**src/rtl/dp_sweep_ctrl.sv**
```systemverilog
// Sequencer for the byte shift datapath: seeds the register, then issues paced
// shift steps as a one-shot LSB-ward sweep or a continuous LSB/MSB bounce.
module dp_sweep_ctrl #(
   parameter int TICK_DIV = 4,
   parameter int STEPS    = 7
) (
   input  logic       clk_in,
   input  logic       clr_n,
   input  logic       start,
   input  logic       stop,
   input  logic       mode,
   output logic       sel1,
   output logic       sel2,
   output logic [1:0] func,
   output logic       load,
   output logic       clr,
   output logic       busy,
   output logic       done,
   output logic [7:0] sweep_cnt
);

   localparam int PW = (TICK_DIV > 1) ? $clog2(TICK_DIV) : 1;
   localparam int SW = (STEPS > 1) ? $clog2(STEPS) : 1;
   localparam logic [PW-1:0] PRESC_MAX = PW'(TICK_DIV - 1);
   localparam logic [SW-1:0] STEP_MAX  = SW'(STEPS - 1);

   typedef enum logic [2:0] {
      S_IDLE,
      S_INIT,
      S_SWEEP_R,
      S_SWEEP_L,
      S_FINISH
   } state_e;

   state_e          state_q, state_d;
   logic [PW-1:0]   presc_q, presc_d;
   logic [SW-1:0]   step_q, step_d;
   logic [7:0]      cnt_q, cnt_d;
   logic            mode_q, mode_d;
   logic            in_sweep;
   logic            tick;

   assign in_sweep = (state_q == S_SWEEP_R) || (state_q == S_SWEEP_L);
   assign tick     = in_sweep && (presc_q == PRESC_MAX);

   // NOTE: non-blocking assignments here so every register samples the pre-edge values.
   always_ff @(posedge clk_in or negedge clr_n) begin
      if (!clr_n) begin
         state_q <= S_IDLE;
         presc_q <= '0;
         step_q  <= '0;
         cnt_q   <= '0;
         mode_q  <= 1'b0;
      end else begin
         state_q <= state_d;
         presc_q <= presc_d;
         step_q  <= step_d;
         cnt_q   <= cnt_d;
         mode_q  <= mode_d;
      end
   end

   // NOTE: every _d takes its held value first so no path through the case infers a latch.
   always_comb begin
      state_d = state_q;
      presc_d = presc_q;
      step_d  = step_q;
      cnt_d   = cnt_q;
      mode_d  = mode_q;
      unique case (state_q)
         S_IDLE: begin
            if (start && !stop) begin
               state_d = S_INIT;
               mode_d  = mode;
               cnt_d   = '0;
            end
         end
         S_INIT: begin
            presc_d = '0;
            step_d  = '0;
            state_d = stop ? S_FINISH : S_SWEEP_R;
         end
         S_SWEEP_R, S_SWEEP_L: begin
            if (stop) begin
               state_d = S_FINISH;
            end else begin
               presc_d = tick ? '0 : presc_q + 1'b1;
               if (tick) begin
                  if (step_q == STEP_MAX) begin
                     step_d = '0;
                     cnt_d  = (cnt_q == 8'hFF) ? cnt_q : cnt_q + 8'd1;
                     if (state_q == S_SWEEP_L) state_d = S_SWEEP_R;
                     else                      state_d = mode_q ? S_SWEEP_L : S_FINISH;
                  end else begin
                     step_d = step_q + 1'b1;
                  end
               end
            end
         end
         S_FINISH: state_d = S_IDLE;
         default:  state_d = S_IDLE;
      endcase
   end

   // Outputs decode registered state only, so inputs never reach them combinationally.
   always_comb begin
      sel2 = 1'b0;
      func = 2'b00;
      load = 1'b0;
      clr  = 1'b0;
      busy = 1'b1;
      done = 1'b0;
      unique case (state_q)
         S_IDLE: begin
            clr  = 1'b1;
            busy = 1'b0;
         end
         S_INIT: load = 1'b1;
         S_SWEEP_R: begin
            sel2 = 1'b1;
            func = 2'b01;
            load = tick;
         end
         S_SWEEP_L: begin
            sel2 = 1'b1;
            func = 2'b10;
            load = tick;
         end
         S_FINISH: done = 1'b1;
         default: begin
            clr  = 1'b1;
            busy = 1'b0;
         end
      endcase
   end

   assign sel1      = 1'b0;
   assign sweep_cnt = cnt_q;

endmodule

```
**config.mk**
```make
export PLATFORM = sky130hd
export DESIGN_NAME = dp_sweep_ctrl
export DESIGN_NICKNAME = d
export VERILOG_FILES = /design/src/rtl/dp_sweep_ctrl.sv
export SDC_FILE = /design/constraint.sdc
export NUM_CORES = 1
export LEC_CHECK = 0
export ABC_AREA = 0
export CORE_MARGIN = 4
export CORE_UTILIZATION = 30
export CTS_CLUSTER_SIZE = 28
export DETAILED_ROUTE_END_ITERATION = 7
export GPL_ROUTABILITY_DRIVEN = 0
export GPL_TIMING_DRIVEN = 0
export RECOVER_POWER = 50
export SLEW_MARGIN = 20
export SYNTH_ARGS = -nofsm -noshare
export SYNTH_HDL_FRONTEND = slang
export SYNTH_SLANG_ARGS = --single-unit
export TNS_END_PERCENT = 50
```
**constraint.sdc**
```tcl
create_clock -name clk_in -period 2.8 [get_ports clk_in]
set_input_delay 0.28 -clock clk_in [delete_from_list [all_inputs] [get_ports clk_in]]
set_output_delay 0.28 -clock clk_in [all_outputs]
set_load 0.01 [all_outputs]
```
==> results of run 1 <==
-- cell families after synthesis --
| logic type | count (synthesis) | synth area share (%) |
|---|---|---|
| buffers and inverters | 13 | 5.109 |
| and+or+nand+nor | 33 | 18.86 |
| DFF | 17 | 41.36 |
| AOI/OAI and AO/OA | 37 | 25.79 |
| adders and majority gates | 2 | 2.433 |
| other | 1 | 0.3646 |
| muxes | 5 | 5.231 |
| xor gates and xnor gates | 1 | 0.8517 |
-- per-stage QoR --
step / util (%) / instance area [µm²] / setup slack (ns) / std cells / power, mW
finish: 40.91 / 1290 / 0.2651 / 175 / 1.072
global route: 40.91 / 1290 / 0.02087 / 175 / 1.182
CTS: 40.91 / 1290 / 0.2086 / 175 / 1.090
detailed placement: 40.08 / 1264 / 0.5452 / 171 / 0.9503
global placement: 40.08 / 1264 / 0.5876 / 171 / 0.9328
floorplan: - / 1028 / 1.108 / 109 / 0.7237
-- registers in the layout (all words and copies together), names as in the netlist --
signal and cells:
presc_q 2, sweep_cnt 8, mode_q 1, state_q 3, step_q 3
-- critical path, cell delays in order (launching register included) --
cell and delay (ns):
dfrtp_1 0.48, nand2b_2 0.18, clkbuf_1 0.38, inv_1 0.24, and2_1 0.21, clkdlybuf4s50_1 0.47
-- power breakdown --
part | switching (mW) | internal [mW] | total [mW] | leakage, nW
Clock | 0.0811 | 0.0554 | 0.137 | 0.0150
Combinational | 0.268 | 0.271 | 0.540 | 0.331
Sequential | 0.0856 | 0.310 | 0.396 | 0.225
-- worst paths after layout --
path,start,end,slack [ns],depth (start not counted)
min,clr_n,sweep_cnt[0]$_DFFE_PN0P_,0.50,1
min reg2reg,sweep_cnt[7]$_DFFE_PN0P_,sweep_cnt[7]$_DFFE_PN0P_,0.51,1
max reg2reg,state_q[1]$_DFFE_PN0P_,state_q[0]$_DFFE_PN0P_,0.95,4
min in group clk_in,sweep_cnt[7]$_DFFE_PN0P_,sweep_cnt[7]$_DFFE_PN0P_,0.51,1
max,state_q[1]$_DFFE_PN0P_,func[1],0.27,5
max in group asynchronous,clr_n,state_q[1]$_DFFE_PN0P_,1.79,1
-- area by class of cell --
cell class,instances,area share (%)
sequential,17,32.98
clock buffer,4,2.037
timing repair buffer,18,13.97
tap,44,4.268
multi-input combinational,79,42.68
inverter,8,2.328
buffer,5,1.746
-- cell usage in the layout, fill, tap and decap left out, drive strengths merged, types with 2 or more instances in the layout --
cell and count:
dfrtp 17, a21oi 13, clkdlybuf4s50 12, inv 8
o21ai 8, clkbuf 7, nand2 6, dlygate4sd3 6
nor2 5, and3 4, nand3 4, a31oi 4
nor3 4, o21a 3, mux2 3, and2 2
mux2i 2, ha 2, nand2b 2, buf 2
-- layer usage --
metal	vias up	wire, µm	track usage [%]
li1	441	-	-
met1	425	993	14.80
met2	24	1096	19.06
met3	2	168	4.890
met4	0	9	2.030
met5	-	0	0
==> flow_metrics.py, run 1 <==
metrics = {
    "synth": {
        "synth_cell_types": 37,
        "synth_common_cells": "dfrtp_1, a21oi_1, inv_1, o21ai_0, nand2_1",
        "synth_edf_count": 0,
        "synth-seq-area-share_pct": 41.36,
        "yosysMostFrequentCell": "dfrtp_1",
        "synth_nets": 116,
        "yosysTopAreaCellShare_pct": 41.36,
        "synth_area_um2": 1028,
        "synth_top_cell_by_area": "dfrtp_1",
        "syn_avg_cell_area_um2": 9.436,
        "ys.warnings.count": 0,
        "synthTopCellsByArea": "dfrtp_1, a21oi_1, o21ai_0",
        "ys_async_sr_fraction_pct": 100.0,
        "synthCells": 109,
        "yosys_register_bits": 17,
        "ys.flop_type": "dfrtp_1",
    },
    "timing": {
        "fmax_mhz": 394.5,
        "finalClockSkew_ns": 0.006231,
        "setup_viol": 0,
        "relSlewSlack_pct": 46.39,
        "timing.hold.ws_ns": 0.5023,
        "min_period_ns": 2.535,
        "tightestPinTransition_ns": 0.8015,
        "hold_violations": 0,
        "drv_slew": 0,
        "post-route-period-util_pct": 90.53,
        "rsz0062_at_grt": "false",
        "tns_ns": 0,
    },
    "clock_tree": {
        "cts_hold_buf": 0,
        "htreeDepth": 1,
        "cts_tree": "yes",
        "post_cts_buffers": 0,
        "clk_latency_ns": 0.29,
        "cts_num_sinks": 17,
        "cts_buffers": 3,
        "cts_buffer_depth": 2,
        "clkSlewWorstSetupHoldPaths_ns": 0.11,
        "cts_root_buf": "clkbuf_4",
        "cts_resized": 0,
    },
    "global_route": {
        "grt_usage_pct": 11.79,
        "grt_max_degree": 18,
        "antenna_found_initial": 0,
        "gr-total-overflow": 0,
        "grt_pass1_wl_mm": 3.988,
        "grt_pass1_vias": 867,
    },
    "routing": {
        "drc": 0,
        "postRouteAntennaNets": 0,
        "vias_per_cell": 5.097,
        "via_count": 892,
        "wl_per_cell_um": 12.96,
        "drtIter0Drc": 67,
        "drt-total-wl_mm": 2.268,
        "dr.pass1.iters": 4,
    },
    "pwr": {
        "pwr_density_cell_nw_per_um2": 830.8,
        "irDropWorstVdd_uv": 453.2,
        "power.leakage_nw": 0.5708,
    },
    "finish": {
        "area_delta_synth_final_pct": 25.43,
        "multiInputGateArea_um2": 550.5,
        "antenna_cells": 0,
        "regArea_um2": 425.4,
        "drive_above_1_share_pct": 9.160,
        "fin_nets": 139,
        "n_fill_cell": 332,
    },
    "setup_path": {
        "path_max_fanout": 10,
        "worstSetupStartpointType": "register",
        "path_class": "register to primary output",
        "endpoint_kind": "primary output",
        "critPathArrivalTime_ns": 2.25,
        "cp.required_ns": 2.52,
    },
    "placed_design": {
        "port_buffers": 18,
        "dp_hpwl_mm": 1.691,
    },
    "die": {
        "pin_count": 21,
        "core_um2": 3153,
        "rows": 20,
        "die_h_um": 66.55,
        "chipWidth_um": 66.55,
        "die-area_um2": 4429,
        "initial_core_util_pct": 32.62,
    },
    "job": {
        "drv_cap": 0,
    },
    "hold_path": {
        "hold_class": "primary input to async pin",
    },
    "outcome": {
        "outcome": "finished clean",
    },
}
(Power assumes the default switching activity.)
==> run 2, diff against run 1 <==
Clock period 2.8 ns to 2.85 ns, I/O delays scaled along.
==> results of run 2 <==
Same layout as run 1 (identical final DEF). Status: finished clean.
Main changes from that run: setup slack after placement 0.5452 ns -> 0.5902 ns; setup slack after layout 0.2651 ns -> 0.3101 ns; hold slack 0.5023 ns -> 0.5073 ns; register-to-register setup slack 0.95 ns -> 1.00 ns; total power 1.072 mW -> 1.053 mW; worst IR drop on VDD 453.2 µV -> 445.3 µV
